**config.mk**
```make
export PLATFORM = sky130hd
export DESIGN_NAME = fetch_stage_flat
export DESIGN_NICKNAME = d
export VERILOG_FILES = /design/src/rtl/fetch_if.sv /design/src/rtl/fetch_stage.sv /design/src/flat_wrapper.sv
export SDC_FILE = /design/constraint.sdc
export NUM_CORES = 1
export LEC_CHECK = 0
export ABC_AREA = 1
export BUFFER_PORTS_ARGS = -buffer_cell sky130_fd_sc_hd__buf_2
export CAP_MARGIN = 40
export CORE_ASPECT_RATIO = 1.1
export CORE_MARGIN = 5
export CORE_UTILIZATION = 45
export DETAILED_ROUTE_END_ITERATION = 8
export PLACE_DENSITY = 0.69
export SETUP_SLACK_MARGIN = 0.4
export SYNTH_ARGS = -nofsm -noshare
export SYNTH_HDL_FRONTEND = slang
export SYNTH_SLANG_ARGS = --single-unit
```
**constraint.sdc**
```tcl
create_clock -name clk -period 2.3 [get_ports clk]
set_clock_uncertainty 0.15 [all_clocks]
set_input_delay 0.345 -clock clk [delete_from_list [all_inputs] [get_ports clk]]
set_output_delay 0.345 -clock clk [all_outputs]
set_load 0.01 [all_outputs]
```
**src/rtl/fetch_if.sv**
```systemverilog
// Handshake/bus bundle between the MIPS fetch stage, instruction memory and decode.
// The misalign_o signal exists only when FETCH_ALIGN_CHECK_EN is defined.
interface fetch_if;
    logic        stall_i;
    logic        flush_i;
    logic [1:0]  pc_src_i;
    logic [31:0] branch_target_i;
    logic [31:0] jump_target_i;
    logic        imem_req_o;
    logic [31:0] imem_addr_o;
    logic        imem_ack_i;
    logic [31:0] imem_rdata_i;
    logic        if_id_valid_o;
    logic [31:0] if_id_pc_o;
    logic [31:0] if_id_pc4_o;
    logic [31:0] if_id_instr_o;
`ifdef FETCH_ALIGN_CHECK_EN
    logic        misalign_o;
`endif

    modport master (
        input  stall_i, flush_i, pc_src_i, branch_target_i, jump_target_i,
        input  imem_ack_i, imem_rdata_i,
        output imem_req_o, imem_addr_o,
        output if_id_valid_o, if_id_pc_o, if_id_pc4_o, if_id_instr_o
`ifdef FETCH_ALIGN_CHECK_EN
        , output misalign_o
`endif
    );

    modport slave (
        output stall_i, flush_i, pc_src_i, branch_target_i, jump_target_i,
        output imem_ack_i, imem_rdata_i,
        input  imem_req_o, imem_addr_o,
        input  if_id_valid_o, if_id_pc_o, if_id_pc4_o, if_id_instr_o
`ifdef FETCH_ALIGN_CHECK_EN
        , input misalign_o
`endif
    );
endinterface

```
**src/rtl/fetch_stage.sv**
```systemverilog
// MIPS instruction-fetch stage: PC register, req/ack imem fetch, skid buffer and IF/ID register.
// Optional misaligned-fetch trap to EXC_VECTOR is enabled by defining FETCH_ALIGN_CHECK_EN.
module fetch_stage #(
    parameter logic [31:0] RESET_VECTOR = 32'h0000_0000
`ifdef FETCH_ALIGN_CHECK_EN
    , parameter logic [31:0] EXC_VECTOR = 32'h0000_0080
`endif
) (
    input  logic     clk,
    input  logic     rst_n,
    fetch_if.master  fif
);
    typedef enum logic [1:0] {
        S_FETCH   = 2'd0,
        S_HOLD    = 2'd1,
        S_DISCARD = 2'd2
    } state_e;

    state_e      state_q, state_d;
    logic [31:0] pc_q, pc_d;
    logic [31:0] addr_q, addr_d;
    logic        req_q, req_d;
    logic [31:0] buf_q, buf_d;
    logic        valid_q, valid_d;
    logic [31:0] id_pc_q, id_pc_d;
    logic [31:0] id_pc4_q, id_pc4_d;
    logic [31:0] id_instr_q, id_instr_d;
`ifdef FETCH_ALIGN_CHECK_EN
    logic        misalign_q, misalign_d;
    logic        load_mis_s;
`endif

    logic        ack_s;
    logic        redirect_s;
    logic [31:0] target_s;
    logic [31:0] pc_plus4_s;
    logic        load_s;
    logic [31:0] load_instr_s;

    function automatic logic is_aligned(input logic [31:0] a);
        return (a[1:0] == 2'b00);
    endfunction

    // An ack only counts against a request that is actually on the bus.
    assign ack_s      = req_q & fif.imem_ack_i;
    assign redirect_s = (fif.pc_src_i == 2'b01) || (fif.pc_src_i == 2'b10);
    assign pc_plus4_s = pc_q + 32'd4;

    // Target select; without the trap, targets are word-aligned by construction.
    always_comb begin
        target_s = (fif.pc_src_i == 2'b01) ? fif.branch_target_i : fif.jump_target_i;
`ifndef FETCH_ALIGN_CHECK_EN
        target_s = target_s & 32'hFFFF_FFFC;
`endif
    end

    // Next-state, next-PC and IF/ID update logic.
    always_comb begin
        state_d      = state_q;
        pc_d         = pc_q;
        addr_d       = addr_q;
        req_d        = req_q;
        buf_d        = buf_q;
        valid_d      = valid_q;
        id_pc_d      = id_pc_q;
        id_pc4_d     = id_pc4_q;
        id_instr_d   = id_instr_q;
        load_s       = 1'b0;
        load_instr_s = buf_q;
`ifdef FETCH_ALIGN_CHECK_EN
        misalign_d   = misalign_q;
        load_mis_s   = 1'b0;
`endif
        if (redirect_s) begin
            pc_d    = target_s;
            valid_d = 1'b0;
            // An unacked request must still be drained before the new address goes out.
            if ((state_q == S_FETCH || state_q == S_DISCARD) && req_q && !fif.imem_ack_i) begin
                state_d = S_DISCARD;
            end else begin
                state_d = S_FETCH;
                addr_d  = target_s;
                req_d   = is_aligned(target_s);
            end
        end else begin
            case (state_q)
                S_FETCH: begin
                    if (ack_s) begin
                        if (fif.stall_i) begin
                            buf_d   = fif.imem_rdata_i;
                            state_d = S_HOLD;
                            req_d   = 1'b0;
                        end else begin
                            load_s       = 1'b1;
                            load_instr_s = fif.imem_rdata_i;
                            pc_d         = pc_plus4_s;
                            addr_d       = pc_plus4_s;
                            req_d        = 1'b1;
                        end
`ifdef FETCH_ALIGN_CHECK_EN
                    end else if (!req_q && !is_aligned(pc_q)) begin
                        if (!fif.stall_i) begin
                            load_s       = 1'b1;
                            load_instr_s = 32'h0000_0000;
                            load_mis_s   = 1'b1;
                            pc_d         = EXC_VECTOR;
                            addr_d       = EXC_VECTOR;
                            req_d        = 1'b1;
                        end else begin
                            req_d = 1'b0;
                        end
`endif
                    end else if (!req_q) begin
                        addr_d = pc_q;
                        req_d  = 1'b1;
                    end else begin
                        req_d = 1'b1;
                    end
                end
                S_HOLD: begin
                    if (!fif.stall_i) begin
                        load_s       = 1'b1;
                        load_instr_s = buf_q;
                        pc_d         = pc_plus4_s;
                        addr_d       = pc_plus4_s;
                        req_d        = 1'b1;
                        state_d      = S_FETCH;
                    end else begin
                        req_d = 1'b0;
                    end
                end
                S_DISCARD: begin
                    if (ack_s) begin
                        state_d = S_FETCH;
                        addr_d  = pc_q;
                        req_d   = is_aligned(pc_q);
                    end else begin
                        req_d = 1'b1;
                    end
                end
                default: begin
                    state_d = S_FETCH;
                    req_d   = 1'b0;
                end
            endcase

            // Flush kills only what IF/ID holds now; a fresh load still lands as valid.
            if (load_s) begin
                valid_d    = 1'b1;
                id_pc_d    = pc_q;
                id_pc4_d   = pc_plus4_s;
                id_instr_d = load_instr_s;
`ifdef FETCH_ALIGN_CHECK_EN
                misalign_d = load_mis_s;
`endif
            end else if (fif.flush_i || !fif.stall_i) begin
                valid_d = 1'b0;
            end else begin
                valid_d = valid_q;
            end
        end
    end

    // State, PC, request and IF/ID registers.
    always_ff @(posedge clk or negedge rst_n) begin
        if (!rst_n) begin
            state_q    <= S_FETCH;
            pc_q       <= RESET_VECTOR;
            addr_q     <= RESET_VECTOR;
            req_q      <= 1'b0;
            buf_q      <= 32'h0000_0000;
            valid_q    <= 1'b0;
            id_pc_q    <= 32'h0000_0000;
            id_pc4_q   <= 32'h0000_0000;
            id_instr_q <= 32'h0000_0000;
`ifdef FETCH_ALIGN_CHECK_EN
            misalign_q <= 1'b0;
`endif
        end else begin
            state_q    <= state_d;
            pc_q       <= pc_d;
            addr_q     <= addr_d;
            req_q      <= req_d;
            buf_q      <= buf_d;
            valid_q    <= valid_d;
            id_pc_q    <= id_pc_d;
            id_pc4_q   <= id_pc4_d;
            id_instr_q <= id_instr_d;
`ifdef FETCH_ALIGN_CHECK_EN
            misalign_q <= misalign_d;
`endif
        end
    end

    assign fif.imem_req_o    = req_q;
    assign fif.imem_addr_o   = addr_q;
    assign fif.if_id_valid_o = valid_q;
    assign fif.if_id_pc_o    = id_pc_q;
    assign fif.if_id_pc4_o   = id_pc4_q;
    assign fif.if_id_instr_o = id_instr_q;
`ifdef FETCH_ALIGN_CHECK_EN
    assign fif.misalign_o    = misalign_q;
`endif
endmodule

```
**src/flat_wrapper.sv**
```systemverilog
// flat-port wrapper written by rule: the top's interface ports become plain ports
module fetch_stage_flat 
#(
    parameter logic [31:0] RESET_VECTOR = 32'h0000_0000

)
  (clk, rst_n, fif_stall_i, fif_flush_i, fif_pc_src_i, fif_branch_target_i, fif_jump_target_i, fif_imem_ack_i, fif_imem_rdata_i, fif_imem_req_o, fif_imem_addr_o, fif_if_id_valid_o, fif_if_id_pc_o, fif_if_id_pc4_o, fif_if_id_instr_o);
  fetch_if fif_i ();
  input  logic clk;
  input  logic rst_n;
  input wire logic [$bits(fif_i.stall_i)-1:0] fif_stall_i;
  input wire logic [$bits(fif_i.flush_i)-1:0] fif_flush_i;
  input wire logic [$bits(fif_i.pc_src_i)-1:0] fif_pc_src_i;
  input wire logic [$bits(fif_i.branch_target_i)-1:0] fif_branch_target_i;
  input wire logic [$bits(fif_i.jump_target_i)-1:0] fif_jump_target_i;
  input wire logic [$bits(fif_i.imem_ack_i)-1:0] fif_imem_ack_i;
  input wire logic [$bits(fif_i.imem_rdata_i)-1:0] fif_imem_rdata_i;
  output wire logic [$bits(fif_i.imem_req_o)-1:0] fif_imem_req_o;
  output wire logic [$bits(fif_i.imem_addr_o)-1:0] fif_imem_addr_o;
  output wire logic [$bits(fif_i.if_id_valid_o)-1:0] fif_if_id_valid_o;
  output wire logic [$bits(fif_i.if_id_pc_o)-1:0] fif_if_id_pc_o;
  output wire logic [$bits(fif_i.if_id_pc4_o)-1:0] fif_if_id_pc4_o;
  output wire logic [$bits(fif_i.if_id_instr_o)-1:0] fif_if_id_instr_o;
  assign fif_i.stall_i = fif_stall_i;
  assign fif_i.flush_i = fif_flush_i;
  assign fif_i.pc_src_i = fif_pc_src_i;
  assign fif_i.branch_target_i = fif_branch_target_i;
  assign fif_i.jump_target_i = fif_jump_target_i;
  assign fif_i.imem_ack_i = fif_imem_ack_i;
  assign fif_i.imem_rdata_i = fif_imem_rdata_i;
  assign fif_imem_req_o = fif_i.imem_req_o;
  assign fif_imem_addr_o = fif_i.imem_addr_o;
  assign fif_if_id_valid_o = fif_i.if_id_valid_o;
  assign fif_if_id_pc_o = fif_i.if_id_pc_o;
  assign fif_if_id_pc4_o = fif_i.if_id_pc4_o;
  assign fif_if_id_instr_o = fif_i.if_id_instr_o;
  fetch_stage #(.RESET_VECTOR(RESET_VECTOR)) u_core (.clk(clk), .rst_n(rst_n), .fif(fif_i));
endmodule
```
; ---- Word level (Yosys, flattened, before mapping)
; Index checks and enable logic that the tools add are counted.
[classes]
add_sub_neg = 1
eq_ne = 10
n_mux = 34
bitwise_logic = 2
n_reduce_logical = 17
[ops]
columns = operator, n
row1 = $mux 32, 13
row2 = $pmux 32 s3, 1
row3 = $pmux 32 s2, 1
row4 = $add 32x3->32 const B, 1
row5 = $mux 2, 6
row6 = $reduce_and 4->1, 3
row7 = $mux 1, 10
row8 = $ne 3x1->1 const B, 2
row9 = $ne 3x2->1 const B, 2
row10 = $pmux 2 s3, 1
row11 = $reduce_bool 3->1, 2
row12 = $eq 2x1->1 const B, 2
row13 = $eq 2x2->1 const B, 2
row14 = $logic_not 2->1, 2
row15 = $ne 4x4->1 const B, 1
row16 = $reduce_and 2->1, 2
row17 = $reduce_bool 4->1, 1
row18 = $logic_or 1x1->1, 3
row19 = $pmux 1 s3, 1
row20 = $logic_and 1x1->1, 2
row21 = $logic_not 1->1, 2
row22 = $ne 2x2->1 const B, 1
row23 = $pmux 1 s2, 1
row24 = $and 1x1->1, 1
row25 = $not 1->1, 1
[word_totals]
reg_bits = 196
inputBits = 103
output_inout_bits = 130
wordCells = 73

; ---- Longest topological paths before layout
[depth]
word_depth = 6
depth_mapped = 12
mapped_depth_nobuf = 12

; ---- Least setup slack after synthesis
; No wires, ideal clock.
[synth_path]
path_kind = input-to-reg
startpoint = input port fif_pc_src_i[1]
endpoint = register u_core.pc_q[27]
setup_time_ns = 0.136
arrival_ns = 1.605
required_time_ns = 2.014
setup_slack_ns = 0.409
cell_stages = 11
n_path_buf = 3
path_cell_list = inv_1 ha_1 buf_4 nand2_2 inv_2 nor3_2 inv_2 buf_6 buf_2 nand2_1 o21ai_0
[synth_between]
elab_chain_len = 4
elab_cells_between_ends = 8
classes_between = eq/ne (3) / mux (2) / reduce/logical (3)
[synth_lines]
columns = element, line
row1 = from (decl), flat_wrapper.sv:13  ; input wire logic [$bits(fif_i.pc_src_i)-1:0] fif_pc_src_i;
row2 = $eq 2x1->1 or $eq 2x2->1 (tied branches), "fetch_stage.sv:46, fetch_stage.sv:51"
row3 = $logic_or 1x1->1, fetch_stage.sv:46  ; assign redirect_s = (fif.pc_src_i == 2'b01) || (fif.pc_src_i == 2'b10);
row4 = $ne 3x1->1 (no source line) or $reduce_bool 3->1 (tied branches), --
row5 = $reduce_and 2->1 (no source line), --
row6 = to (signal assigned), fetch_stage.sv:181  ; pc_q <= pc_d;
row7 = to (decl), fetch_stage.sv:20  ; logic [31:0] pc_q, pc_d;
; Parallel ways exist; a longest one is shown, timed or not.
; A chain may end at the register's enable or synchronous reset.

; ---- Worst setup path after layout
[layout_path]
startpoint = register u_core.pc_q[2]
endpoint = register u_core.addr_q[13] (netlist: u_core.fif.imem_addr_o[13])
[layout_between]
elab_chain_len = 5
[layout_lines]
columns = element, line
row1 = $add 32x3->32 (*), fetch_stage.sv:47  ; assign pc_plus4_s = pc_q + 32'd4;
row2 = $mux 32 (*), "fetch_stage.sv:89, fetch_stage.sv:121"
row3 = $mux 32, fetch_stage.sv:88  ; if (ack_s) begin
row4 = $pmux 32 s3 (*), fetch_stage.sv:86  ; case (state_q)
row5 = $mux 32 (*), fetch_stage.sv:74  ; if (redirect_s) begin
row6 = to (signal assigned), fetch_stage.sv:182  ; addr_q <= addr_d;
row7 = to (decl), fetch_stage.sv:21  ; logic [31:0] addr_q, addr_d;
; Every way passes the cells marked *; elsewhere a longest branch is shown, timed or not.

==> reports/qor.yml <==
run_status:
  outcome: "finished, final reports clean"
flow_run:
  maxCapViolations: 0
floorplanning:
  die_x_um: 153
  io_pins: 233
  dieArea_mm2: 0.0254
  fp-row-count: 57
  start_util: 0.456
  die_height_um: 167
  core_area_mm2: 0.0220
pwr:
  power_density_mw_per_mm2: 1350
  peakVddDrop_uv: 710
  total_power_mw: 17.9
  p_int_mw: 9.94
  comb_power_share: 0.497
  cellLeakagePower_nw: 6.98
  p_switching_mw: 7.98
  p_clk_frac: 0.167
  power_frac_seq: 0.336
  switching_share: 0.445
detailed_routing:
  drc: 0
  drt-initial-drc-count: 671
  wl_per_cell_um: 17.5
  first_pass_iters: 5
  vias_per_cell: 5.26
  wl_um: 34000
  vias: 10200
  ant_nets: 0
min_path:
  min_path_type: "primary input to flop"
  min_path_cells: 3
synth:
  syn_inst: 1388
  ys_warn_count: 0
  synth_seq_cells: 190
  syn_area_mm2: 0.0101
  synth_cell_types: 37
  ys_seq_area_frac: 0.473
  synth.avg_cell_area_um2: 7.25
critical_path:
  cp_slowest_stage_delay_ps: 440
  crit_slowest_cell: "dfrtp_1"
  startpoint_type: "flop"
  path_class: "flop to flop"
  reg2reg_depth: 11
  crit_path_max_fanout: 5
  worst_ep_arrival_time_ps: 2180
  path_cells: "buf_4 -> inv_2 -> nor2_8 -> nand2_4 -> nor2_4 -> nand2_1 -> nand2_2 -> nor2_1 -> o21ai_1 -> nand2_1 -> a21oi_2"
  crit_required_ps: 2510
  cpMostUsedCell: "nand2_1"
  cp-end-kind: "flop"
placement:
  place.gp.congestion: 0.855
  pre_cts_ws_ps: 116
  place_area_mm2: 0.0116
  port_buffers: 224
  dpl.hpwl_um: 20800
cts:
  cts_buffers: 17
  clock_path_buffers: 2
  clk_pin_slew_ps: 80
  h-tree-depth: 4
  clock-sinks: 190
  clkLatencyLatePin_ps: 430
  ctsRootBufferMaster: "clkbuf_16"
  cts_tree: "yes"
timing:
  tightestPinTransition_ps: 619
  fin_ws_ps: 332
  layout_min_cycle_time_ps: 1970
  slew_headroom: 0.588
  min_period_over_period: 0.856
  drv_slew: 0
  fin_setup_tns_ps: 0
  rsz0062_at_grt: "true"
  fmax_mhz: 508
  hold_viol: 0
  setup_violations: 0
finish:
  areaGrowthSynthToFinish_pct: 32.2
  drive_gt1_frac: 0.301
  antenna_cells: 0
  layout.nets: 1739
  final_area_mm2: 0.0133
  fill_cells: 1992
global_route:
  gr-total-overflow: 0
  grt_antenna_before_repair: 3
  grt_usage: 0.233
  grt_max_degree: 67
  grt_pass1_wl_um: 48400
  grt_pass1_vias: 9246
## state kept, by name, indices dropped and copies added (netlist names)
signal	flops
u_core.state_q	2
u_core.buf_q	32
u_core.fif.imem_req_o	1
u_core.pc_q	30
u_core.fif.if_id_pc_o	30
u_core.fif.if_id_pc4_o	30
u_core.fif.if_id_valid_o	1
u_core.fif.if_id_instr_o	32
u_core.fif.imem_addr_o	32
## critical path: cells and delay by family, from the launching register on
kind	cells	cell delay (ps)
and+or+nand+nor	7	810
DFF	1	440
AOI/OAI and AO/OA	2	280
buffers and inverters	2	220
## routing by layer
| layer | routed length (um) | GRT usage | vias to the layer above |
|---|---|---|---|
| met2 | 16800 | 0.401 | 481 |
| met3 | 2820 | 0.0553 | 85 |
| met1 | 13300 | 0.296 | 4775 |
| met5 | 34 | 0 | - |
| li1 | - | - | 4853 |
| met4 | 994 | 0.0639 | 6 |
## cell type report
cell class,instances,area [um2],area share
Sequential cell,190,4760,0.358
Inverter,100,393,0.0296
Clock buffer,18,439,0.0330
Clock inverter,14,149,0.0112
Timing Repair Buffer,297,2130,0.160
Tap cell,295,369,0.0278
Multi-Input combinational cell,1024,5060,0.380
## power groups by stage
stage	combinational (mW)	sequential (mW)	clock, mW
after floorplan	4.22	6.30	0
after global placement	7.09	5.97	0
after detailed placement	7.25	6.00	0
after CTS	7.58	5.96	3.03
after global routing	9.77	6.22	3.19
final	8.91	6.02	2.99
## metrics by stage
| stage | utilization | hold WS (ps) | instances |
|---|---|---|---|
| final | 0.603 | 17.7 | 1938 |
| after CTS | 0.563 | 6.59 | 1912 |
| after detailed placement | 0.526 | 258 | 1864 |
| after floorplan | - | -101 | 1391 |
| after global placement | 0.526 | 254 | 1864 |
| after global routing | 0.603 | 26.1 | 1938 |
## synthesized netlist by cell type, drive strengths merged
| master | count | area (um2) |
|---|---|---|
| nand3b | 2 | 15.0 |
| o22ai | 9 | 56.3 |
| a22oi | 12 | 90.1 |
| and2 | 1 | 6.26 |
| buf | 48 | 270 |
| a211oi | 4 | 30.0 |
| dfrtp | 190 | 4750 |
| clkinv | 1 | 3.75 |
| a31oi | 2 | 12.5 |
| nor3 | 3 | 20.0 |
| a21oi | 44 | 235 |
| ha | 6 | 75.1 |
| xor2 | 6 | 52.6 |
| nand2 | 485 | 1880 |
| conb | 1 | 3.75 |
| inv | 99 | 372 |
| o21ai | 186 | 938 |
| clkbuf | 29 | 111 |
| nand3 | 29 | 155 |
| o311ai | 1 | 8.76 |
| nor2 | 230 | 970 |
## path summary, 6_finish.rpt
path | from | endpoint | slack, ps
max | u_core.pc_q[2] | u_core.fif.imem_addr_o[13] | 330
min | fif_imem_rdata_i[22] | u_core.buf_q[22] | 20
max reg2reg | u_core.pc_q[2] | u_core.fif.imem_addr_o[13] | 330
min reg2reg | u_core.fif.if_id_instr_o[3] | u_core.fif.if_id_instr_o[3] | 320
max in group asynchronous | rst_n | u_core.fif.if_id_instr_o[23] | 940
min in group asynchronous | rst_n | u_core.fif.if_id_pc4_o[9] | 350
## layout by cell type (no fill, tap or decap), types with 21 or more instances in the layout
cell type / synthesis / routed
clkbuf_16: 0 / 26
o21ai_1: 22 / 31
dfrtp_1: 190 / 187
inv_1: 90 / 83
nor2_2: 2 / 21
o21ai_0: 162 / 146
nor2_1: 218 / 190
a21oi_1: 40 / 28
nand2_2: 8 / 50
buf_2: 36 / 223
nand2_1: 473 / 421
buf_4: 6 / 31
## cell families (layout without fill, tap and decap cells)
| family | Yosys count | after routing | synth area share |
|---|---|---|---|
| AO/OA/AOI/OAI | 258 | 258 | 0.136 |
| XOR/XNOR | 6 | 6 | 0.00522 |
| adder cells (fa/ha/maj) | 6 | 6 | 0.00746 |
| buffers and inverters | 177 | 429 | 0.0752 |
| flip-flops | 190 | 190 | 0.473 |
| other | 1 | 4 | 0.000373 |
| AND/OR/NAND/NOR | 750 | 750 | 0.303 |
## what timing repair did
item / CTS / global route
setup buffers: 13 / 13
hold buffers: 2 / 0
pin swaps: 9 / 69
resized for setup: 22 / 172
gates cloned: 1 / 13
hold endpoints to repair: 61 / 0
setup endpoints to repair: 126 / 145
No activity file was read; power rests on OpenSTA's default activity.
